<file path="src/rtl/lsu_mem_ctrl_pkg.sv">
// Shared types and helpers for the load/store memory controller:
// access size encodings, FSM states, byte-mask and alignment helpers.
package lsu_pkg;

  localparam int XLEN = 64;

  typedef enum logic [1:0] {
    SZ_B = 2'd0,
    SZ_H = 2'd1,
    SZ_W = 2'd2,
    SZ_D = 2'd3
  } size_e;

  typedef enum logic [1:0] {
    ST_IDLE   = 2'd0,
    ST_ACCESS = 2'd1,
    ST_RESP   = 2'd2
  } state_e;

  function automatic logic [7:0] size_mask(size_e size);
    case (size)
      SZ_B:    return 8'h01;
      SZ_H:    return 8'h03;
      SZ_W:    return 8'h0F;
      default: return 8'hFF;
    endcase
  endfunction

  function automatic logic is_misaligned(size_e size, logic [2:0] offset);
    case (size)
      SZ_B:    return 1'b0;
      SZ_H:    return offset[0];
      SZ_W:    return |offset[1:0];
      default: return |offset;
    endcase
  endfunction

  // Clears the low offset bits so the access falls on its natural boundary.
  function automatic logic [2:0] align_offset(size_e size, logic [2:0] offset);
    case (size)
      SZ_B:    return offset;
      SZ_H:    return {offset[2:1], 1'b0};
      SZ_W:    return {offset[2], 2'b00};
      default: return 3'b000;
    endcase
  endfunction

endpackage

</file>
<file path="src/rtl/lsu_mem_ctrl_if.sv">
// Bus bundles: the execute/writeback request-response channel and the
// single-cycle memory port driven by the controller.
interface lsu_req_if;
  import lsu_pkg::*;

  logic            req_valid;
  logic            req_ready;
  logic            req_wen;
  logic [1:0]      req_size;
  logic            req_unsigned;
  logic [XLEN-1:0] req_addr;
  logic [XLEN-1:0] req_wdata;
  logic            resp_valid;
  logic            resp_ready;
  logic [XLEN-1:0] resp_rdata;
  logic            resp_misalign;

  modport master (
    output req_valid, req_wen, req_size, req_unsigned, req_addr, req_wdata, resp_ready,
    input  req_ready, resp_valid, resp_rdata, resp_misalign
  );

  modport slave (
    input  req_valid, req_wen, req_size, req_unsigned, req_addr, req_wdata, resp_ready,
    output req_ready, resp_valid, resp_rdata, resp_misalign
  );
endinterface

interface lsu_mem_if;
  import lsu_pkg::*;

  logic            men;
  logic            mwen;
  logic [XLEN-1:0] raddr;
  logic [XLEN-1:0] waddr;
  logic [XLEN-1:0] wdata;
  logic [7:0]      wmask;
  logic [XLEN-1:0] rdata;

  modport master (
    output men, mwen, raddr, waddr, wdata, wmask,
    input  rdata
  );

  modport slave (
    input  men, mwen, raddr, waddr, wdata, wmask,
    output rdata
  );
endinterface

</file>
<file path="src/rtl/lsu_mem_ctrl_load_align.sv">
// Extracts the addressed lanes from a memory dword and sign- or
// zero-extends them to a full register value.
module lsu_load_align
  import lsu_pkg::*;
(
  input  logic [XLEN-1:0] rdata,
  input  logic [2:0]      offset,
  input  size_e           size,
  input  logic            is_unsigned,
  output logic [XLEN-1:0] result
);

  logic [XLEN-1:0] shifted;

  assign shifted = rdata >> {offset, 3'b000};

  always_comb begin
    result = shifted;
    case (size)
      SZ_B: result = is_unsigned ? {56'd0, shifted[7:0]}
                                 : {{56{shifted[7]}}, shifted[7:0]};
      SZ_H: result = is_unsigned ? {48'd0, shifted[15:0]}
                                 : {{48{shifted[15]}}, shifted[15:0]};
      SZ_W: result = is_unsigned ? {32'd0, shifted[31:0]}
                                 : {{32{shifted[31]}}, shifted[31:0]};
      default: result = shifted;
    endcase
  end

endmodule

</file>
<file path="src/rtl/lsu_mem_ctrl.sv">
// Load/store front end: one request at a time, one registered memory
// access cycle, then a held response until the consumer accepts it.
module lsu_mem_ctrl
  import lsu_pkg::*;
#(
  parameter bit MISALIGN_CHECK = 1'b1
) (
  input  logic   clk,
  input  logic   rst,
  lsu_req_if.slave req_bus,
  lsu_mem_if.master mem_bus
);

  state_e          state_q, state_d;
  logic            req_ready_q, req_ready_d;
  size_e           size_q, size_d;
  logic            unsigned_q, unsigned_d;
  logic [2:0]      offset_q, offset_d;
  logic            men_q, men_d;
  logic            mwen_q, mwen_d;
  logic [XLEN-1:0] addr_q, addr_d;
  logic [XLEN-1:0] wdata_q, wdata_d;
  logic [7:0]      wmask_q, wmask_d;
  logic            resp_valid_q, resp_valid_d;
  logic            resp_misalign_q, resp_misalign_d;
  logic [XLEN-1:0] resp_rdata_q, resp_rdata_d;

  size_e           req_size;
  logic [2:0]      req_offset;
  logic            req_misaligned;
  logic [XLEN-1:0] load_result;

  assign req_size       = size_e'(req_bus.req_size);
  assign req_offset     = align_offset(req_size, req_bus.req_addr[2:0]);
  assign req_misaligned = MISALIGN_CHECK && is_misaligned(req_size, req_bus.req_addr[2:0]);

  lsu_load_align u_load_align (
    .rdata       (mem_bus.rdata),
    .offset      (offset_q),
    .size        (size_q),
    .is_unsigned (unsigned_q),
    .result      (load_result)
  );

  always_comb begin
    state_d         = state_q;
    req_ready_d     = req_ready_q;
    size_d          = size_q;
    unsigned_d      = unsigned_q;
    offset_d        = offset_q;
    men_d           = men_q;
    mwen_d          = mwen_q;
    addr_d          = addr_q;
    wdata_d         = wdata_q;
    wmask_d         = wmask_q;
    resp_valid_d    = resp_valid_q;
    resp_misalign_d = resp_misalign_q;
    resp_rdata_d    = resp_rdata_q;

    unique case (state_q)
      ST_IDLE: begin
        if (req_bus.req_valid && req_ready_q) begin
          req_ready_d = 1'b0;
          size_d      = req_size;
          unsigned_d  = req_bus.req_unsigned;
          offset_d    = req_offset;
          if (req_misaligned) begin
            state_d         = ST_RESP;
            resp_valid_d    = 1'b1;
            resp_misalign_d = 1'b1;
            resp_rdata_d    = '0;
          end else begin
            state_d = ST_ACCESS;
            men_d   = 1'b1;
            mwen_d  = req_bus.req_wen;
            addr_d  = {req_bus.req_addr[XLEN-1:3], 3'b000};
            if (req_bus.req_wen) begin
              wdata_d = req_bus.req_wdata << {req_offset, 3'b000};
              wmask_d = size_mask(req_size) << req_offset;
            end else begin
              wdata_d = '0;
              wmask_d = '0;
            end
          end
        end
      end

      // Memory data is only valid during the access cycle, so the extended
      // result is captured into the response register on the way out.
      ST_ACCESS: begin
        state_d         = ST_RESP;
        men_d           = 1'b0;
        mwen_d          = 1'b0;
        wmask_d         = '0;
        resp_valid_d    = 1'b1;
        resp_misalign_d = 1'b0;
        resp_rdata_d    = mwen_q ? '0 : load_result;
      end

      ST_RESP: begin
        if (req_bus.resp_ready) begin
          state_d         = ST_IDLE;
          req_ready_d     = 1'b1;
          resp_valid_d    = 1'b0;
          resp_misalign_d = 1'b0;
          resp_rdata_d    = '0;
        end
      end

      default: begin
        state_d     = ST_IDLE;
        req_ready_d = 1'b1;
      end
    endcase
  end

  always_ff @(posedge clk or posedge rst) begin
    if (rst) begin
      state_q         <= ST_IDLE;
      req_ready_q     <= 1'b1;
      size_q          <= SZ_B;
      unsigned_q      <= 1'b0;
      offset_q        <= 3'd0;
      men_q           <= 1'b0;
      mwen_q          <= 1'b0;
      addr_q          <= '0;
      wdata_q         <= '0;
      wmask_q         <= '0;
      resp_valid_q    <= 1'b0;
      resp_misalign_q <= 1'b0;
      resp_rdata_q    <= '0;
    end else begin
      state_q         <= state_d;
      req_ready_q     <= req_ready_d;
      size_q          <= size_d;
      unsigned_q      <= unsigned_d;
      offset_q        <= offset_d;
      men_q           <= men_d;
      mwen_q          <= mwen_d;
      addr_q          <= addr_d;
      wdata_q         <= wdata_d;
      wmask_q         <= wmask_d;
      resp_valid_q    <= resp_valid_d;
      resp_misalign_q <= resp_misalign_d;
      resp_rdata_q    <= resp_rdata_d;
    end
  end

  assign req_bus.req_ready     = req_ready_q;
  assign req_bus.resp_valid    = resp_valid_q;
  assign req_bus.resp_misalign = resp_misalign_q;
  assign req_bus.resp_rdata    = resp_rdata_q;

  assign mem_bus.men   = men_q;
  assign mem_bus.mwen  = mwen_q;
  assign mem_bus.raddr = addr_q;
  assign mem_bus.waddr = addr_q;
  assign mem_bus.wdata = wdata_q;
  assign mem_bus.wmask = wmask_q;

endmodule

</file>
<file path="src/flat_wrapper.sv">
// flat-port wrapper written by rule: the top's interface ports become plain ports
module lsu_mem_ctrl_flat import lsu_pkg::*;
#(
  parameter bit MISALIGN_CHECK = 1'b1
)
  (clk, rst, req_bus_req_valid, req_bus_req_wen, req_bus_req_size, req_bus_req_unsigned, req_bus_req_addr, req_bus_req_wdata, req_bus_resp_ready, req_bus_req_ready, req_bus_resp_valid, req_bus_resp_rdata, req_bus_resp_misalign, mem_bus_men, mem_bus_mwen, mem_bus_raddr, mem_bus_waddr, mem_bus_wdata, mem_bus_wmask, mem_bus_rdata);
  lsu_req_if req_bus_i ();
  lsu_mem_if mem_bus_i ();
  input  logic clk;
  input  logic rst;
  input wire logic [$bits(req_bus_i.req_valid)-1:0] req_bus_req_valid;
  input wire logic [$bits(req_bus_i.req_wen)-1:0] req_bus_req_wen;
  input wire logic [$bits(req_bus_i.req_size)-1:0] req_bus_req_size;
  input wire logic [$bits(req_bus_i.req_unsigned)-1:0] req_bus_req_unsigned;
  input wire logic [$bits(req_bus_i.req_addr)-1:0] req_bus_req_addr;
  input wire logic [$bits(req_bus_i.req_wdata)-1:0] req_bus_req_wdata;
  input wire logic [$bits(req_bus_i.resp_ready)-1:0] req_bus_resp_ready;
  output wire logic [$bits(req_bus_i.req_ready)-1:0] req_bus_req_ready;
  output wire logic [$bits(req_bus_i.resp_valid)-1:0] req_bus_resp_valid;
  output wire logic [$bits(req_bus_i.resp_rdata)-1:0] req_bus_resp_rdata;
  output wire logic [$bits(req_bus_i.resp_misalign)-1:0] req_bus_resp_misalign;
  output wire logic [$bits(mem_bus_i.men)-1:0] mem_bus_men;
  output wire logic [$bits(mem_bus_i.mwen)-1:0] mem_bus_mwen;
  output wire logic [$bits(mem_bus_i.raddr)-1:0] mem_bus_raddr;
  output wire logic [$bits(mem_bus_i.waddr)-1:0] mem_bus_waddr;
  output wire logic [$bits(mem_bus_i.wdata)-1:0] mem_bus_wdata;
  output wire logic [$bits(mem_bus_i.wmask)-1:0] mem_bus_wmask;
  input wire logic [$bits(mem_bus_i.rdata)-1:0] mem_bus_rdata;
  assign req_bus_i.req_valid = req_bus_req_valid;
  assign req_bus_i.req_wen = req_bus_req_wen;
  assign req_bus_i.req_size = req_bus_req_size;
  assign req_bus_i.req_unsigned = req_bus_req_unsigned;
  assign req_bus_i.req_addr = req_bus_req_addr;
  assign req_bus_i.req_wdata = req_bus_req_wdata;
  assign req_bus_i.resp_ready = req_bus_resp_ready;
  assign req_bus_req_ready = req_bus_i.req_ready;
  assign req_bus_resp_valid = req_bus_i.resp_valid;
  assign req_bus_resp_rdata = req_bus_i.resp_rdata;
  assign req_bus_resp_misalign = req_bus_i.resp_misalign;
  assign mem_bus_men = mem_bus_i.men;
  assign mem_bus_mwen = mem_bus_i.mwen;
  assign mem_bus_raddr = mem_bus_i.raddr;
  assign mem_bus_waddr = mem_bus_i.waddr;
  assign mem_bus_wdata = mem_bus_i.wdata;
  assign mem_bus_wmask = mem_bus_i.wmask;
  assign mem_bus_i.rdata = mem_bus_rdata;
  lsu_mem_ctrl #(.MISALIGN_CHECK(MISALIGN_CHECK)) u_core (.clk(clk), .rst(rst), .req_bus(req_bus_i), .mem_bus(mem_bus_i));
endmodule
</file>
<file path="config.mk">
export PLATFORM = sky130hd
export DESIGN_NAME = lsu_mem_ctrl_flat
export DESIGN_NICKNAME = d
export VERILOG_FILES = /design/src/rtl/lsu_mem_ctrl_pkg.sv /design/src/rtl/lsu_mem_ctrl_if.sv /design/src/rtl/lsu_mem_ctrl_load_align.sv /design/src/rtl/lsu_mem_ctrl.sv /design/src/flat_wrapper.sv
export SDC_FILE = /design/constraint.sdc
export NUM_CORES = 1
export LEC_CHECK = 0
export CAP_MARGIN = 15
export CORE_AREA = 2 2 181 183
export DETAILED_ROUTE_END_ITERATION = 6
export DIE_AREA = 0 0 183 185
export GPL_TIMING_DRIVEN = 1
export PLACE_DENSITY_LB_ADDON = 0.3
export REMOVE_ABC_BUFFERS = 1
export SLEW_MARGIN = 20
export SYNTH_ARGS = -nofsm -noshare
export SYNTH_HDL_FRONTEND = slang
export SYNTH_HIERARCHICAL = 1
export SYNTH_SLANG_ARGS = --single-unit
export TNS_END_PERCENT = 30
</file>
<file path="constraint.sdc">
create_clock -name clk -period 8 [get_ports clk]
set_input_delay 1.6 -clock clk [delete_from_list [all_inputs] [get_ports clk]]
set_output_delay 1.6 -clock clk [all_outputs]
set_load 0.1 [all_outputs]
</file>
==> results of run 1 <==
[area by class of cell]
class,count,area (um2),share of cell area [%]
multi-input cells,747,6220,34.6
flip-flops and latches,210,5260,29.3
repair buffers,480,4760,26.5
clock buffers,37,722,4.02
well taps,408,510,2.84
inverters,72,278,1.55
clock inverters,11,200,1.11
diodes,4,10.0,0.0557
[worst reg2reg max path: cells and delay by family, from the launching register on]
kind / cells / cell delay (ns)
AO/OA/AOI/OAI: 1 / 0.63
buffers and inverters: 2 / 0.88
AND/OR/NAND/NOR: 1 / 0.37
adder cells (fa/ha/maj): 1 / 0.30
multiplexers: 1 / 0.48
flip-flops: 1 / 0.39
[cells in the mapped netlist, types with 4 or more instances]
cell and instances:
a222oi_1 8, nand4_1 26, buf_6 18, o2bb2ai_1 14, dfrtp_1 209, inv_1 72
nor2_1 7, a22o_1 36, buf_2 34, o21ai_1 9, a21o_1 5, nand2_1 170
clkbuf_1 27, o21bai_1 8, mux2_2 73, o2111ai_1 22, nor2b_1 9, nand3_1 29
a21oi_1 14, mux2i_1 137, a22oi_1 24, buf_4 86, ha_1 4, mux4_2 47
o211ai_1 13, nand2b_1 8, o21ai_0 46
[per-layer routing]
metal  track usage, %  wire, um  part of all wire (%)  vias to the layer above
li1                 -         -                     -                     4930
met2             40.1     20500                    47                      596
met3             6.74      4220                   9.7                       95
met5                0         6                 0.014                        -
met1             32.7     17600                    40                     5439
met4             8.58      1290                   3.0                        2
[final timing paths]
path	cells past startpoint	slack, ns	start	endpoint
worst max register to register	6	4.86	u_core/state_q[0]$_DFFE_PP0P_	u_core/mem_bus.raddr[62]$_DFFE_PP0P_
min in group asynchronous	2	1.57	rst	u_core/mem_bus.raddr[49]$_DFFE_PP0P_
max in group asynchronous	3	4.88	rst	u_core/req_bus.resp_rdata[45]$_DFFE_PP0P_
worst min-delay path	2	0.48	u_core/mem_bus.wdata[25]$_DFFE_PP0P_	u_core/mem_bus.wdata[25]$_DFFE_PP0P_
worst max-delay path	6	3.81	req_bus_req_size[1]	u_core/mem_bus.raddr[62]$_DFFE_PP0P_
worst min register to register	2	0.48	u_core/mem_bus.wdata[25]$_DFFE_PP0P_	u_core/mem_bus.wdata[25]$_DFFE_PP0P_
[cells by family (layout without fill, tap and decap cells)]
family	after synthesis	in the layout
fa+ha+maj	4	4
simple gates	262	262
flops	210	210
other cells	1	10
mux	259	259
compound gates	216	216
buf+inv	239	600
[state kept, by name (all words and copies together), names as in the netlist]
name	cells
u_core/mem_bus.wdata	64
u_core/req_bus.resp_rdata	64
u_core/mem_bus.raddr	61
u_core/mem_bus.wmask	8
u_core/offset_q	3
u_core/size_q	2
u_core/state_q	2
u_core/mem_bus.men	1
u_core/mem_bus.mwen	1
u_core/req_bus.req_ready	1
u_core/req_bus.resp_misalign	1
u_core/req_bus.resp_valid	1
u_core/unsigned_q	1
[per-stage QoR]
| stage | instances | hold WS, ns | instance area [um2] | setup WS, ns | utilization [%] |
|---|---|---|---|---|---|
| after global placement | 1916 | 0.463 | 17000 | 3.41 | 53.1 |
| after CTS | 1964 | 0.482 | 17900 | 3.88 | 56.0 |
| final | 1969 | 0.480 | 18000 | 3.81 | 56.1 |
| after global routing | 1968 | 0.503 | 18000 | 3.71 | 56.1 |
| after detailed placement | 1916 | 0.469 | 17000 | 3.31 | 53.1 |
| after floorplan | 1029 | 0.504 | 11700 | 0.664 | - |
==> run summary, run 1 <==
CP Capture Type: flop
Yosys warning total: 6
Commonest cells after routing, fill and taps aside: clkdlybuf4s50_1, dfrtp_1, nand2_1
Compound-cell area share of the yosys netlist: 12.6%
I/O Buffers: 462
Adder-cell share of the synthesized area: 0.390%
CTS sink count: 210
CTS tree: done
Fin crit period: 4.19 ns
Clock Latency Late Sink: 0.54 ns
CTS Buf Count: 26
Worst Skew: 0.0179 ns
Synthesized flop and latch total: 210
Failing checks: design-rule violations
# setup viols final: 0
Initial Utilization: 40.0%
Final Max Tran Viols: 0
Fmax: 239 MHz
CTS Hold Bufs: 0
Required time of the critical path: 8.42 ns
Tightest Pin Transition: 1.18 ns
Post-Synth XOR/XNOR Area: 0%
Drt drc: 1
First-pass GRT wire length: 66100 um
WP buf/inv: 3
Drt pass-1 iters: 7
GRT Overall Usage: 25.0%
Crit Path Class: in2reg
Hpwl dp: 30400 um
Initial antenna violation count: 3
Maximum root-to-sink buffer count: 3
Relative slew margins: 20.4%
CP most frequent cell: buf_4
CP top delay family: buffers and inverters
DIE HEIGHT: 185 um
# IOs: 469
Cell row count: 66
Vias in the first global route: 11198
Largest family of logic cells by synthesized area: multiplexers
Final Hold Viols: 0
Max stage delay on crit path: 0.75 ns
Via count: 11062
CTS resizes: 0
Setup_tns: 0 ns
Crit path launch type: input pin
Mapped Area: 0.0128 mm2
Die X: 183 um
Synthesized area per cell: 10.8 um2
DR vias/cell: 5.62
Clock-pin transition on the worst setup and hold timing paths: 0.06 ns
MaxCap Viol Count: 0
Core Region: 0.0320 mm2
Cell Chain, Critical Path: clkdlybuf4s50_1 -> buf_4 -> a21o_1 -> a211o_4 -> buf_4 -> mux2_2
Wire per inst: 22.2 um
Largest net degree at the start of global routing: 101
Global route overflow: 0
Cells after synthesis: 1191
Total routed wirelength: 43600 um
CP max-delay cell: buf_4
Area leader, netlist: dfrtp_1
Layout fillers: 2756
Multiplexer area fraction after synthesis: 25.8%
Final Wtd Congestion: 0.888
HP Class: reg2reg
Asr flop ratio synth: 100%
Routed Antenna Nets: 0
Register area share after synthesis: 41.0%
Layout Area Growth over Synthesis: 40.1%
# nets final: 1741
Share of post-route cells with drive strength above 1: 12.8%
Unique masters post-synth: 54
DIE AREA: 0.0339 mm2
Crit path DAT: 4.61 ns
EDFF count, synth: 0
Post-CTS setup buffer count: 0
CP max FO: 66
Synth top area share: 40.8%
Most common cell after layout, fill and taps aside: clkdlybuf4s50_1
Top cells by area, synth: dfrtp_1, mux2i_1, mux4_2
RSZ-0062 raised after global routing: no
Detailed Route Iter0 Violations: 876
Post-Synth Simple-Gate Area: 9.28%
Fin crit share: 52.4%
Ys flop type: dfrtp_1
H-Tree Depth: 1
Root Buffer Master: clkbuf_16
Status: finished, violations left
Power of run 1 is not shown: default switching activity piles up to over one toggle a cycle in this logic, so the estimate is an artifact.
==> inputs of run 2 (changes only) <==
--- a/config.mk
+++ b/config.mk
@@ -6,9 +6,9 @@
 export NUM_CORES = 1
 export LEC_CHECK = 0
 export CAP_MARGIN = 15
-export CORE_AREA = 2 2 181 183
+export CORE_MARGIN = 2
+export CORE_UTILIZATION = 41
 export DETAILED_ROUTE_END_ITERATION = 6
-export DIE_AREA = 0 0 183 185
 export GPL_TIMING_DRIVEN = 1
 export PLACE_DENSITY_LB_ADDON = 0.3
 export REMOVE_ABC_BUFFERS = 1
==> constraint.sdc (replaced) <==
create_clock -name clk -period 3.48 [get_ports clk]
set_input_delay 0.696 -clock clk [delete_from_list [all_inputs] [get_ports clk]]
set_output_delay 0.696 -clock clk [all_outputs]
set_load 0.1 [all_outputs]
==> run 2 against run 1 <==
  * First-iteration DRC count shrank 3.8%
  * Utilization grew 2.5 points
  * Sequential share of layout area is essentially flat
  * Critical path depth shrank 5
  * The run now ends clean
  * Die area shrank 3.4%
  * Highest routed layer is now met4
==> run summary, run 2 (same netlist as run 1, synthesis figures left out) <==
Status: completed
Maximum root-to-sink buffer count: 3 (unchanged)
Drt drc: 0 (-1)
Core Region: 0.0307 mm2 (-4.3%)
Drt pass-1 iters: 5 (-2)
Via count: 11130 (+0.61%)
Layout Area Growth over Synthesis: 40.2% (about the same)
Initial Utilization: 41.8% (+1.8 points)
CTS Hold Bufs: 0 (unchanged)
# IOs: 469 (unchanged)
Wire per inst: 21.9 um (-1.2%)
CTS sink count: 210 (unchanged)
CP Capture Type: primary output
Largest net degree at the start of global routing: 97 (-4.0%)
Vias in the first global route: 11340 (+1.3%)
Hpwl dp: 30900 um (+1.7%)
Detailed Route Iter0 Violations: 843 (-3.8%)
Critical path endpoint: req_bus_resp_rdata[32]
CTS resizes: 0 (unchanged)
Crit path DAT: 2.12 ns (-2.49 ns)
HP Class: reg2reg
MaxCap Viol Count: 0 (unchanged)
R2R Setup Slk: 0.81 ns (-4.05 ns)
Fin crit period: 2.81 ns
# nets final: 1758 (+0.98%)
GRT Overall Usage: 25.8% (+0.80 points)
Fmax: 356 MHz
Worst Skew: 0.0167 ns (-0.00127 ns)
WP buf/inv: 1 (-2)
Die X: 181 um (-1.2%)
Max stage delay on crit path: 1.17 ns (+0.42 ns)
Cell row count: 64 (-3.0%)
H-Tree Depth: 1 (unchanged)
R2R depth: 7 (+1)
Global route overflow: 0 (unchanged)
Total routed wirelength: 43100 um (-1.1%)
Final Hold Viols: 0 (unchanged)
Final Wtd Congestion: 0.871 (-2.0%)
Crit path launch type: flop
Non-Filler Instances: 1970 (+0.051%)
Most common cell after layout, fill and taps aside: clkdlybuf4s50_1
Relative slew margins: 32.8% (+12 points)
DIE HEIGHT: 181 um (-2.2%)
Share of post-route cells with drive strength above 1: 17.8% (+5.0 points)
Root Buffer Master: clkbuf_16
Initial antenna violation count: 1 (-2)
Critical R2R Launch: u_core/offset_q[1]$_DFFE_PP0P_
Commonest cells after routing, fill and taps aside: clkdlybuf4s50_1, dfrtp_1, nand2_1
Routed Antenna Nets: 0 (unchanged)
Hold slack final: 0.481 ns (+0.000521 ns)
Post-CTS setup buffer count: 0 (unchanged)
Required time of the critical path: 2.78 ns (-5.64 ns)
Crit Path Class: reg2out
CTS tree: done
Final Max Tran Viols: 0 (unchanged)
Cell Chain, Critical Path: clkdlybuf4s50_1
Final core occ: 58.6% (+2.5 points)
Fin crit share: 80.8%
DR vias/cell: 5.65 (+0.56%)
CP Launch Point: u_core/req_bus.resp_rdata[32]$_DFFE_PP0P_
Clock Latency Late Sink: 0.53 ns (about the same)
# setup viols final: 0 (unchanged)
CP max-delay cell: clkdlybuf4s50_1
Post-placement cell count: 1922 (+0.31%)
First-pass GRT wire length: 67100 um (+1.5%)
CP top delay family: buffers and inverters
Clock-pin transition on the worst setup and hold timing paths: 0.06 ns (about the same)
CP max FO: 2 (-97%)
CTS Buf Count: 25 (-3.8%)
Setup_tns: 0 ns (unchanged)
Tightest Pin Transition: 1.01 ns (-0.180 ns)
RSZ-0062 raised after global routing: no
Reg2reg end: u_core/req_bus.resp_rdata[19]$_DFFE_PP0P_
I/O Buffers: 462 (unchanged)
DIE AREA: 0.0327 mm2 (-3.4%)
CP Depth: 1 (-5)
-- run 2: changes by cell type in the layout (fill, tap and decap cells not counted), sizes merged, moves of 2 or more --
cell | before | now
bufinv | 5 | 3
clkinv | 4 | 8
buf | 18 | 95
clkbuf | 37 | 32
clkdlybuf4s50 | 462 | 403
diode | 4 | 1
-- run 2: tightest hold or removal path: cells and delay by family (launching register included) --
kind | cells | cell delay [ns]
AOI/OAI and AO/OA | 1 | 0.06
DFF | 1 | 0.34
and+or+nand+nor | 1 | 0.04
-- run 2: cell type report --
cell class	instances	area, um2
multi-input combinational	747	6220
inverter	72	278
fill	2578	12700
antenna	1	2.50
clock buffer	32	702
sequential	210	5260
timing repair buffer	498	4850
clock inverter	14	161
tap	396	495
-- run 2: per-stage QoR --
step | area [um2] | setup WS (ns)
2_1_floorplan | 11700 | -2.95
3_3_place_gp | 17100 | 0.289
3_5_place_dp | 17100 | 0.235
4_1_cts | 18000 | 0.652
5_1_grt | 18000 | 0.633
6_report | 18000 | 0.669
-- run 2: worst min-delay path by stage --
stage,endpoint,slack [ns],depth (start not counted),startpoint
after floorplan,u_core/state_q[0]$_DFFE_PP0P_,0.50,2,u_core/state_q[0]$_DFFE_PP0P_
after global placement,u_core/mem_bus.wdata[19]$_DFFE_PP0P_,0.47,2,u_core/mem_bus.wdata[19]$_DFFE_PP0P_
after detailed placement,u_core/mem_bus.wdata[30]$_DFFE_PP0P_,0.47,2,u_core/mem_bus.wdata[30]$_DFFE_PP0P_
after CTS,u_core/mem_bus.wdata[12]$_DFFE_PP0P_,0.49,2,u_core/mem_bus.wdata[12]$_DFFE_PP0P_
after global routing,u_core/mem_bus.wdata[12]$_DFFE_PP0P_,0.50,2,u_core/mem_bus.wdata[12]$_DFFE_PP0P_
final,u_core/mem_bus.wdata[25]$_DFFE_PP0P_,0.48,2,u_core/mem_bus.wdata[25]$_DFFE_PP0P_
-- run 2: metal layers --
layer | global-route usage (%) | part of all wire [%] | up-vias | wire length [um]
met4 | 9.48 | 3.6 | 0 | 1540
met2 | 42.6 | 48 | 582 | 20800
met3 | 4.64 | 7.7 | 82 | 3330
met5 | 0 | 0 | - | 0
li1 | - | - | 4964 | -
met1 | 33.8 | 41 | 5502 | 17500
Power of run 2 is left out for the same reason.
